**src/rtl/booth_mult8_arbiter_pkg.sv**
```systemverilog
// Shared definitions for the Booth multiplier arbiter: FSM encoding,
// pointer-width helper, core latency helper and Booth recoding helper.
package booth_mult8_arbiter_pkg;

    typedef enum logic [1:0] {
        ST_IDLE  = 2'd0,
        ST_ISSUE = 2'd1,
        ST_WAIT  = 2'd2,
        ST_RESP  = 2'd3
    } arb_state_t;

    typedef enum logic [1:0] {
        BOOTH_NOP = 2'd0,
        BOOTH_ADD = 2'd1,
        BOOTH_SUB = 2'd2
    } booth_op_t;

    // Width of an index into n requesters (never below one bit).
    function automatic int ptr_width(input int n);
        return (n <= 2) ? 1 : $clog2(n);
    endfunction

    // Cycles from core start to core done for a given operand width.
    function automatic int core_latency(input int width);
        return width + 2;
    endfunction

    // Radix-2 Booth recoding of the current multiplier bit pair.
    function automatic booth_op_t booth_op(input logic q0, input logic qm1);
        case ({q0, qm1})
            2'b10:   return BOOTH_SUB;
            2'b01:   return BOOTH_ADD;
            default: return BOOTH_NOP;
        endcase
    endfunction

endpackage

```
**src/rtl/booth_mult8_arbiter_core.sv**
```systemverilog
// Iterative radix-2 Booth multiplier. Operands are extended by one bit
// (sign or zero, per sign_mode) so all four sign combinations share one
// signed datapath. done pulses core_latency(WIDTH) cycles after start.
module booth_mult8_core
    import booth_mult8_arbiter_pkg::*;
#(
    parameter int WIDTH = 8
) (
    input  logic                 clk,
    input  logic                 rst_n,
    input  logic                 start,
    input  logic [WIDTH-1:0]     a,
    input  logic [WIDTH-1:0]     b,
    input  logic [1:0]           sign_mode,
    output logic                 done,
    output logic [2*WIDTH-1:0]   product
);

    localparam int N  = WIDTH + 1;
    localparam int CW = $clog2(N + 1);

    logic [N:0]    mcand;
    logic [N:0]    acc;
    logic [N:0]    next_acc;
    logic [N-1:0]  q;
    logic          qm1;
    logic [CW-1:0] cnt;
    logic          running;

    // Add or subtract the multiplicand according to the Booth bit pair.
    always_comb begin
        next_acc = acc;
        case (booth_op(q[0], qm1))
            BOOTH_ADD: next_acc = acc + mcand;
            BOOTH_SUB: next_acc = acc - mcand;
            default:   next_acc = acc;
        endcase
    end

    // Load on start, then one add/shift step per cycle for N cycles.
    always_ff @(posedge clk or negedge rst_n) begin
        if (!rst_n) begin
            mcand   <= '0;
            acc     <= '0;
            q       <= '0;
            qm1     <= 1'b0;
            cnt     <= '0;
            running <= 1'b0;
            done    <= 1'b0;
        end else begin
            done <= 1'b0;
            if (start) begin
                mcand   <= {{2{sign_mode[1] & a[WIDTH-1]}}, a};
                acc     <= '0;
                q       <= {sign_mode[0] & b[WIDTH-1], b};
                qm1     <= 1'b0;
                cnt     <= '0;
                running <= 1'b1;
            end else if (running) begin
                acc <= {next_acc[N], next_acc[N:1]};
                q   <= {next_acc[0], q[N-1:1]};
                qm1 <= q[0];
                cnt <= cnt + 1'b1;
                if (cnt == CW'(N - 1)) begin
                    running <= 1'b0;
                    done    <= 1'b1;
                end
            end
        end
    end

    // Low 2*WIDTH bits of the signed product are exact for every sign mode.
    assign product = {acc[WIDTH-2:0], q};

endmodule

```
**src/rtl/booth_mult8_arbiter.sv**
```systemverilog
// Round-robin arbiter in front of a single Booth multiplier core.
// Handshake: a requester is accepted in the cycle where req_valid[i] and
// req_ready[i] are both high; a result is consumed in the cycle where
// rsp_valid and rsp_ready are both high. req_ready is only offered in IDLE.
module booth_mult8_arbiter
    import booth_mult8_arbiter_pkg::*;
#(
    parameter int WIDTH   = 8,
    parameter int NUM_REQ = 4
) (
    input  logic                             clk,
    input  logic                             rst_n,
    input  logic [NUM_REQ-1:0]               req_valid,
    output logic [NUM_REQ-1:0]               req_ready,
    input  logic [NUM_REQ*WIDTH-1:0]         req_a,
    input  logic [NUM_REQ*WIDTH-1:0]         req_b,
    input  logic [2*NUM_REQ-1:0]             req_sign_mode,
    output logic                             rsp_valid,
    input  logic                             rsp_ready,
    output logic [ptr_width(NUM_REQ)-1:0]    rsp_id,
    output logic [2*WIDTH-1:0]               rsp_product,
    output logic                             busy,
    output logic [1:0]                       fsm_state
);

    localparam int IDW = ptr_width(NUM_REQ);

    arb_state_t         state;
    logic [IDW-1:0]     ptr;
    logic [IDW-1:0]     lat_id;
    logic [WIDTH-1:0]   lat_a;
    logic [WIDTH-1:0]   lat_b;
    logic [1:0]         lat_sign;
    logic               core_start;
    logic               core_done;
    logic [2*WIDTH-1:0] core_product;
    logic               found;
    logic [IDW-1:0]     gnt_idx;
    int                 idx;

    // Round-robin search starting at the pointer, wrapping modulo NUM_REQ.
    always_comb begin
        found   = 1'b0;
        gnt_idx = '0;
        idx     = 0;
        for (int k = 0; k < NUM_REQ; k++) begin
            idx = int'(ptr) + k;
            if (idx >= NUM_REQ) idx = idx - NUM_REQ;
            if (!found && req_valid[idx]) begin
                found   = 1'b1;
                gnt_idx = IDW'(idx);
            end
        end
    end

    // One-hot accept strobe, only while idle.
    always_comb begin
        req_ready = '0;
        if (state == ST_IDLE && found) req_ready[gnt_idx] = 1'b1;
    end

    // Transaction FSM: grant, start the core, wait for done, hold response.
    always_ff @(posedge clk or negedge rst_n) begin
        if (!rst_n) begin
            state       <= ST_IDLE;
            ptr         <= '0;
            lat_id      <= '0;
            lat_a       <= '0;
            lat_b       <= '0;
            lat_sign    <= '0;
            core_start  <= 1'b0;
            rsp_valid   <= 1'b0;
            rsp_id      <= '0;
            rsp_product <= '0;
        end else begin
            case (state)
                ST_IDLE: begin
                    if (found) begin
                        lat_id     <= gnt_idx;
                        lat_a      <= req_a[int'(gnt_idx)*WIDTH +: WIDTH];
                        lat_b      <= req_b[int'(gnt_idx)*WIDTH +: WIDTH];
                        lat_sign   <= req_sign_mode[int'(gnt_idx)*2 +: 2];
                        ptr        <= (gnt_idx == IDW'(NUM_REQ - 1)) ? '0 : gnt_idx + 1'b1;
                        core_start <= 1'b1;
                        state      <= ST_ISSUE;
                    end
                end
                ST_ISSUE: begin
                    core_start <= 1'b0;
                    state      <= ST_WAIT;
                end
                ST_WAIT: begin
                    if (core_done) begin
                        rsp_product <= core_product;
                        rsp_id      <= lat_id;
                        rsp_valid   <= 1'b1;
                        state       <= ST_RESP;
                    end
                end
                ST_RESP: begin
                    if (rsp_ready) begin
                        rsp_valid <= 1'b0;
                        state     <= ST_IDLE;
                    end
                end
                default: state <= ST_IDLE;
            endcase
        end
    end

    assign busy      = (state != ST_IDLE);
    assign fsm_state = state;

    booth_mult8_core #(.WIDTH(WIDTH)) u_core (
        .clk       (clk),
        .rst_n     (rst_n),
        .start     (core_start),
        .a         (lat_a),
        .b         (lat_b),
        .sign_mode (lat_sign),
        .done      (core_done),
        .product   (core_product)
    );

endmodule

```
**config.mk**
```make
export PLATFORM = sky130hd
export DESIGN_NAME = booth_mult8_arbiter
export DESIGN_NICKNAME = d
export VERILOG_FILES = /design/src/rtl/booth_mult8_arbiter_pkg.sv /design/src/rtl/booth_mult8_arbiter_core.sv /design/src/rtl/booth_mult8_arbiter.sv
export SDC_FILE = /design/constraint.sdc
export NUM_CORES = 1
export LEC_CHECK = 0
export CAP_MARGIN = 20
export CORE_MARGIN = 2
export CORE_UTILIZATION = 57
export CTS_BUF_LIST = sky130_fd_sc_hd__clkbuf_8
export DETAILED_ROUTE_END_ITERATION = 16
export PLACE_DENSITY_LB_ADDON = 0.25
export SLEW_MARGIN = 20
export SYNTH_ARGS = -nofsm -noshare
export SYNTH_HDL_FRONTEND = slang
export SYNTH_SLANG_ARGS = --single-unit
```
**constraint.sdc**
```tcl
create_clock -name clk -period 7.9 [get_ports clk]
set_input_delay 1.185 -clock clk [delete_from_list [all_inputs] [get_ports clk]]
set_output_delay 1.185 -clock clk [all_outputs]
set_load 0.01 [all_outputs]
```
==> impl_metrics.tcl, run 1 <==
set metrics [dict create \
    cts.sink_count 78 \
    slew_violations 0 \
    yosys-top-cells-count "dfrtp_1, nand2_1, o21ai_0" \
    gp_congestion 0.8653 \
    outcome "finished clean" \
    critical_path.max_stage_delay_ns 0.61 \
    grt_pass1_wl_um 17000 \
    hpwl_um 7440 \
    max_clock_freq_mhz 194.6 \
    overflow 0 \
    path_clk_slew_ns 0.08 \
    max_cap_viol_count 0 \
    cts_made_buffers 9 \
    leakage_uw 0.002754 \
    die_x_um 94.54 \
    post_route_cells_drive_above_1_share_pct 8.333 \
    cp_max_fo 37 \
    antenna_found_initial 0 \
    routed_wl_um 9962 \
    drt-vias-per-instance 5.628 \
    final_area_um2 5902 \
    avgRoutedWirePerCell_um 14.63 \
    yosysMostFrequentCell "dfrtp_1" \
    p_sw_uw 499.5 \
    maxUsedRoutingLayer "met4" \
    path_cells "clkdlybuf4s50_1, o21ai_0, a221o_1, and2_4, inv_6, ha_1, inv_1, nor2_1, clkdlybuf4s50_1" \
    fin_setup_tns_ns 0 \
    synth_warnings 0 \
    wl_met2_um 4637 \
    required_ns 6.71 \
    synth-seq-cells 78 \
    power_density_nw_per_um2 234.8 \
    io_pins 105 \
    path_delay_family "buffers and inverters" \
    clk_latency_ns 0.35 \
    area_growth_pct 26.33 \
    rsz0062_at_grt "false" \
    hold_buffers 0 \
    synth_area_um2 4672 \
    placed_cell_area_um2 5713 \
    final_antenna_net_count 0 \
    grt_max_degree 79 \
    grt_pass1_vias 3729 \
    core.rowCount 33 \
    end_kind "output port" \
    m1WireLength_um 4645 \
    die-area_um2 8937 \
    crit_type "in2out" \
    first_pass_iters 5 \
    synth.net_count 583 \
    p_int_uw 886.2 \
    min_period_ns 5.138 \
    core_um2 8093 \
    synth-edff-count 0 \
    comb_power_share_pct 40.2 \
    fp.dieH_um 94.54 \
    cts-root-buf "clkbuf_8" \
    nets 673 \
    antenna_cells 0 \
    cts_buffer_depth 2 \
    finalCritPeriodShare_pct 65.04 \
    tightestPinTransition_ns 0.9362 \
    pwr-share-seq_pct 38.7 \
    htreeDepth 3 \
    cp_common_cell "clkdlybuf4s50_1" \
    ys.flop_type "dfrtp_1" \
    drc 0 \
    fillers 595 \
    cts_tree "yes" \
    io_buffer_count 104 \
    wl_met3_um 511 \
    yosysTopAreaCell "dfrtp_1" \
    start_util_pct 57.73 \
    relSlewSlack_pct 37.59 \
    cts_setup_buffers 0 \
    avgSynthCellArea_um2 9.693 \
    synth_top_cell_area_share_pct 41.78 \
    vias 3833 \
    synth_cell_types 56 \
    hold_viol_final 0 \
    drt_iter0_markers 140 \
    peakVddDrop_mv 0.1015 \
    hold_path_class "reg2reg" \
    finalSetupViolations 0 \
    crit_arrival_ns 3.95 \
    synthTopCellsByArea "dfrtp_1, mux2i_1, ha_1, mux2_2, o21ai_0" \
    ys_seq_area_share_pct 41.78 \
    timing.hold.ws_ns 0.4825 \
    async_flop_share_pct 100.0 \
    crit_buf_inv 4 \
    post_cts_resized 0 \
    grt_usage_pct 23.83 \
    clock_power_share_pct 21.2 \
    switching_share_pct 36.05 \
    netlist_instances 482 \
    slowest_stage "a221o_1" \
    crit_path_start_kind "input port" \
    skew_ns 0.006325 \
]
## state kept, by name (all words and copies together) (netlist names)
| signal | cells |
|---|---|
| lat_sign | 2 |
| fsm_state | 2 |
| rsp_valid | 1 |
| ptr | 2 |
| u_core.running | 1 |
| u_core.qm1 | 1 |
| u_core.mcand | 9 |
| u_core.acc | 9 |
| lat_id | 2 |
| rsp_id | 2 |
| lat_b | 8 |
| rsp_product | 16 |
| u_core.done | 1 |
| core_start | 1 |
| lat_a | 8 |
| u_core.q | 9 |
| u_core.cnt | 4 |
## cell usage in the layout (no fill, tap or decap), types with 2 or more instances in the layout
cell type and n:
or3b_2 2, inv_1 22, a21o_1 6, nor2b_1 5, clkbuf_8 10, a211oi_1 2, o2111a_1 2, mux2_2 21
a31oi_1 3, xnor2_1 9, clkdlybuf4s50_1 103, nor3_1 7, o211ai_1 18, clkinv_2 2, nor3b_1 2, a211o_1 2
and3_1 21, ha_1 21, nand2_1 47, o21ai_0 41, dfrtp_1 78, nand2b_1 7, nand3b_1 2, a21boi_0 18
mux2i_1 33, nor2_1 27, nand4_1 2, xor2_1 4, nand3_1 11, nor4_1 2, a21oi_1 14, o21a_1 3
o21ai_1 3, buf_4 3
## through the flow
| stage | std cells | util, % | total power (µW) | worst slack [ns] |
|---|---|---|---|---|
| 2_1_floorplan | 482 | - | 963.1 | 4.078 |
| 3_3_place_gp | 666 | 70.59 | 1069 | 2.921 |
| 3_5_place_dp | 666 | 70.59 | 1094 | 2.808 |
| 4_1_cts | 681 | 72.93 | 1390 | 2.800 |
| 5_1_grt | 681 | 72.93 | 1488 | 2.575 |
| 6_report | 681 | 72.93 | 1386 | 2.762 |
## cells by family after synthesis
logic type	Yosys count	share of synthesized area, %
buf+inv	49	4.955
flops	78	41.78
mux	54	12.13
xor+xnor	13	2.437
simple gates	145	15.85
compound gates	121	16.79
fa+ha+maj	22	6.052
## path summary, 6_finish.rpt
kind	start	depth (start not counted)	endpoint	slack, ns
hold reg to reg	lat_id[1]	1	lat_id[1]	0.48
hold / removal	lat_id[1]	1	lat_id[1]	0.48
setup reg to reg	u_core.mcand[1]	11	u_core.acc[8]	4.97
max in group asynchronous	rst_n	1	lat_sign[0]	6.32
min in group asynchronous	rst_n	1	rsp_valid	0.97
setup / recovery	req_valid[1]	9	req_ready[3]	2.76
## power by group through the flow
stage | logic [µW] | registers (µW) | clock network (µW)
detailed placement | 550 | 544 | 0
global route | 625 | 548 | 315
floorplan | 437 | 526 | 0
global placement | 529 | 540 | 0
CTS | 557 | 536 | 297
finish | 557 | 536 | 293
## routing by layer
metal,global-route usage [%],vias up
met5,0,-
met1,32.70,1774
met3,3.591,15
met2,38.75,145
li1,-,1899
met4,8.333,0
## final cells by class
cell class / count / area, µm² / area share [%]
inverters: 22 / 87.58 / 1.484
well taps: 105 / 131.4 / 2.226
multi-input cells: 355 / 2489 / 42.17
clock inverters: 5 / 51.30 / 0.8692
clock buffers: 10 / 137.6 / 2.332
repair buffers: 106 / 1054 / 17.85
flip-flops and latches: 78 / 1952 / 33.07
(Power assumes the default switching activity.)
==> run 2, diff against run 1 <==
- CORE_UTILIZATION: 57 -> 53
- clock period: 7.9 -> 5.2 ns (I/O delays scaled with it)
==> run 2 against run 1 <==
Compared with the run above: count of clock-buffer cells in the layout fell by 1; largest cell class unchanged; critical endpoint unchanged; largest power group unchanged; critical path depth did not move; worst hold slack improved by 0.0033 ns; highest routed layer unchanged; critical path type unchanged.
==> impl_metrics.tcl, run 2 (synthesis results as in run 1) <==
set metrics [dict create \
    fin_setup_tns_ns 0 \
    power_density_nw_per_um2 347.4 \
    cp_max_fo 37 \
    cts_setup_buffers 0 \
    max_cap_viol_count 0 \
    hold_path_class "reg2reg" \
    clk_latency_ns 0.34 \
    grt_max_degree 79 \
    fp.dieH_um 97.89 \
    post_cts_resized 0 \
    die-area_um2 9582 \
    min_path_cells 1 \
    pwr-share-seq_pct 39.9 \
    cts_made_buffers 9 \
    layout_commonest_cell "clkdlybuf4s50_1" \
    post-route-util_pct 68.11 \
    switching_share_pct 37.03 \
    skew_ns 0.009952 \
    area_growth_pct 25.90 \
    grt_usage_pct 21.99 \
    relSlewSlack_pct 36.86 \
    antenna_found_initial 0 \
    path_clk_slew_ns 0.08 \
    p_int_uw 1287 \
    crit_arrival_ns 3.54 \
    first_pass_iters 4 \
    min_period_ns 4.318 \
    largest_reg_flops 16 \
    cts_buffer_depth 2 \
    antenna_cells 0 \
    rsz0062_at_grt "false" \
    grt_pass1_wl_um 17260 \
    hpwl_um 7557 \
    post_route_cells_drive_above_1_share_pct 8.492 \
    peakVddDrop_mv 0.1468 \
    dp.cells 669 \
    final_antenna_net_count 0 \
    cts_tree "yes" \
    fillers 668 \
    comb_power_share_pct 41.2 \
    hold_buffers 0 \
    gp_congestion 0.8568 \
    finalSetupViolations 0 \
    routed_wl_um 9962 \
    drt-vias-per-instance 5.474 \
    crit_type "in2out" \
    die_x_um 97.89 \
    outcome "finished clean" \
    slew_violations 0 \
    drc 0 \
    finalPower_uw 2043 \
    cts-root-buf "clkbuf_8" \
    grt_pass1_vias 3717 \
    max_clock_freq_mhz 231.6 \
    nets 673 \
    p_sw_uw 756.7 \
    io_buffer_count 104 \
    end_kind "output port" \
    leakage_uw 0.002749 \
    clock_power_share_pct 18.9 \
    final_cells 685 \
    core_um2 8636 \
    io_pins 105 \
    tightestPinTransition_ns 0.9453 \
    crit_path_start_kind "input port" \
    mostFrequentLayoutCells "clkdlybuf4s50_1, dfrtp_1, nand2_1, o21ai_0, mux2i_1" \
    core.rowCount 34 \
    avgRoutedWirePerCell_um 14.54 \
    finalCritPeriodShare_pct 83.03 \
    largest-register "rsp_product" \
    vias 3750 \
    start_util_pct 54.10 \
    required_ns 4.42 \
    overflow 0 \
    hold_viol_final 0 \
    htreeDepth 3 \
    drt_iter0_markers 123 \
    cts.sink_count 78 \
    reg2reg_depth 8 \
]
## run 2: changes by cell type in the layout (fill, tap and decap cells not counted)
cell,change
clkinv_4,+1
clkbuf_8,-1
clkinv_2,+2
bufinv_16,-1
inv_6,+1
clkinvlp_4,-1
## run 2: final cells by class
class / count / area (µm²) / area share [%]
Inverter: 22 / 87.58 / 1.489
Timing Repair Buffer: 106 / 1054 / 17.91
Clock inverter: 7 / 41.29 / 0.7020
Multi-Input combinational cell: 355 / 2489 / 42.31
Clock buffer: 9 / 123.9 / 2.106
Sequential cell: 78 / 1952 / 33.18
Tap cell: 108 / 135.1 / 2.297
## run 2: worst max-delay path: stages
cell and delay (ns):
clkdlybuf4s50_1 0.52, inv_1 0.09, a221o_1 0.68, and2_4 0.35, inv_6 0.19, ha_1 0.22
inv_1 0.04, nor2_1 0.09, clkdlybuf4s50_1 0.55
## run 2: path summary, 6_finish.rpt
path,start,end,slack [ns]
hold / removal,lat_id[1],lat_id[1],0.49
setup / recovery,req_valid[3],req_ready[3],0.88
hold reg to reg,lat_id[1],lat_id[1],0.49
setup reg to reg,u_core.q[0],u_core.acc[6],2.32
min in group asynchronous,rst_n,u_core.cnt[2],0.57
max in group asynchronous,rst_n,lat_b[6],4.02
## run 2: metrics by stage
step                area (µm²)  setup WS [ns]  hold WS, ns
floorplan                 4672          2.188       0.4458
global placement          5717          1.025       0.4550
detailed placement        5717         0.9048       0.4663
CTS                       5882         0.9000       0.4838
global route              5882         0.6949       0.5136
finish                    5882         0.8822       0.4858
## run 2: power by group through the flow
stage / Combinational (µW) / Clock (µW) / Sequential [µW]
6_report: 842 / 386 / 816
5_1_grt: 963 / 422 / 834
4_1_cts: 844 / 393 / 815
3_5_place_dp: 839 / 0 / 827
3_3_place_gp: 804 / 0 / 821
2_1_floorplan: 664 / 0 / 799
## run 2: metal layers
| metal | vias up | global-route usage, % | share of wire, % |
|---|---|---|---|
| met5 | - | 0 | 0 |
| met2 | 116 | 35.56 | 46 |
| li1 | 1896 | - | - |
| met4 | 0 | 7.479 | 1.7 |
| met1 | 1727 | 29.80 | 47 |
| met3 | 11 | 4.366 | 5.7 |
==> run 3, diff against run 2 <==
- clock period: 5.2 -> 4 ns (I/O delays scaled with it)
==> run 3 against run 2 <==
Compared with the run above: critical path depth unchanged; routed wire length is 0.33% lower; core utilization rose by 0.48 points; worst hold slack worse by 0.10 ns; non-clock buffer count grew 4; worst setup slack worse by 0.50 ns; critical path type unchanged.
==> impl_metrics.tcl, run 3 (synthesis results as in run 1) <==
set metrics [dict create \
    mostFrequentLayoutCells "clkdlybuf4s50_1, dfrtp_1, nand2_1, o21ai_0, mux2i_1" \
    finalSetupViolations 0 \
    avgRoutedWirePerCell_um 14.41 \
    required_ns 3.40 \
    cts-root-buf "clkbuf_8" \
    end_kind "output port" \
    largest_reg_flops 16 \
    tightestPinTransition_ns 0.9533 \
    area_growth_pct 26.78 \
    htreeDepth 3 \
    antenna_found_initial 0 \
    nets 677 \
    hold_viol_final 0 \
    overflow 0 \
    core_um2 8636 \
    final_antenna_net_count 0 \
    largest-register "rsp_product" \
    outcome "finished clean" \
    rsz0062_at_grt "false" \
    crit_path_start_kind "input port" \
    routed_wl_um 9929 \
    drt_iter0_markers 142 \
    io_buffer_count 104 \
    slew_violations 0 \
    slowest_stage "clkdlybuf4s50_1" \
    die_x_um 97.89 \
    crit_type "in2out" \
    die-area_um2 9582 \
    skew_ns 0.01023 \
    core.rowCount 34 \
    path_clk_slew_ns 0.08 \
    dp_slack_ns 0.3740 \
    finalCritPeriodShare_pct 90.37 \
    relSlewSlack_pct 36.44 \
    max_clock_freq_mhz 276.6 \
    leakage_uw 0.002766 \
    grt_usage_pct 22.02 \
    antenna_cells 0 \
    layout_commonest_cell "clkdlybuf4s50_1" \
    reg2reg_depth 8 \
    path_cells "clkdlybuf4s50_1, nor2_1, or4_4, and2_4, inv_6, ha_1, inv_1, nor2_1, clkdlybuf4s50_1" \
    min_period_ns 3.615 \
    max_cap_viol_count 0 \
    io_pins 105 \
    cts_buffer_depth 2 \
    post_route_cells_drive_above_1_share_pct 9.122 \
    fin_setup_tns_ns 0 \
    hold_buffers 0 \
    grt_pass1_wl_um 17260 \
    clk_latency_ns 0.35 \
    power_density_nw_per_um2 452.9 \
    layout_setup_ws_ns 0.3852 \
    grt_max_degree 79 \
    post_cts_resized 0 \
    first_pass_iters 4 \
    cts_made_buffers 9 \
    cp_max_fo 21 \
    cts_setup_buffers 0 \
    gp_congestion 0.8418 \
    cts_tree "yes" \
    hpwl_um 7551 \
    drc 0 \
    grt_pass1_vias 3698 \
    fp.dieH_um 97.89 \
    crit_arrival_ns 3.01 \
    start_util_pct 54.10 \
    critical_path.max_stage_delay_ns 0.55 \
    vias 3787 \
    peakVddDrop_mv 0.1868 \
    drt-vias-per-instance 5.496 \
    cts.sink_count 78 \
    hold_path_class "in2async" \
]
## run 3: changes by cell type in the layout (fill, tap and decap cells not counted)
cell	before	now
clkbuf_8	9	10
clkinvlp_4	0	1
clkinv_4	1	2
inv_6	2	1
buf_4	3	7
clkinv_2	4	2
## run 3: final cells by class
class | instances | area, µm²
clock buffer | 10 | 137.6
clock inverter | 6 | 38.79
fill | 678 | 2713
inverter | 22 | 87.58
multi-input combinational | 355 | 2489
sequential | 78 | 1952
tap | 108 | 135.1
timing repair buffer | 110 | 1084
## run 3: final timing paths
check,from,endpoint,slack [ns]
worst max-delay path,req_valid[1],req_ready[3],0.39
worst min-delay path,rst_n,rsp_valid,0.38
worst max register to register,u_core.q[0],u_core.acc[8],1.17
worst min register to register,lat_id[1],lat_id[1],0.48
max in group asynchronous,rst_n,u_core.q[4],2.99
min in group clk,lat_id[1],lat_id[1],0.48
## run 3: through the flow
stage | hold slack, ns | power (µW) | instance area (µm²) | util (%) | std cells
finish | 0.3829 | 2683 | 5923 | 68.59 | 689
floorplan | 0.3044 | 1902 | 4672 | - | 482
detailed placement | 0.4620 | 2169 | 5747 | 66.55 | 673
CTS | 0.4239 | 2696 | 5923 | 68.59 | 689
global route | 0.4674 | 2899 | 5923 | 68.59 | 689
global placement | 0.4556 | 2126 | 5747 | 66.55 | 673
## run 3: report_power, final
part | switching [µW] | internal, µW | total (µW)
Combinational | 574 | 524 | 1100
Sequential | 123 | 937 | 1060
Clock | 285 | 240 | 525
Total | 982 | 1700 | 2680
## run 3: critical path, delay by kind of cell
kind | cells | cell delay (ns)
buffers and inverters | 4 | 1.33
AND/OR/NAND/NOR | 4 | 0.87
adder cells (fa/ha/maj) | 1 | 0.22
## run 3: layer usage
layer	up-vias	part of all wire [%]	GRT usage, %	routed length, µm
met5	-	0	0	0
met2	117	46	35.83	4594
met3	14	5.4	3.865	536
met1	1754	47	29.82	4636
li1	1902	-	-	-
met4	0	1.6	7.799	161
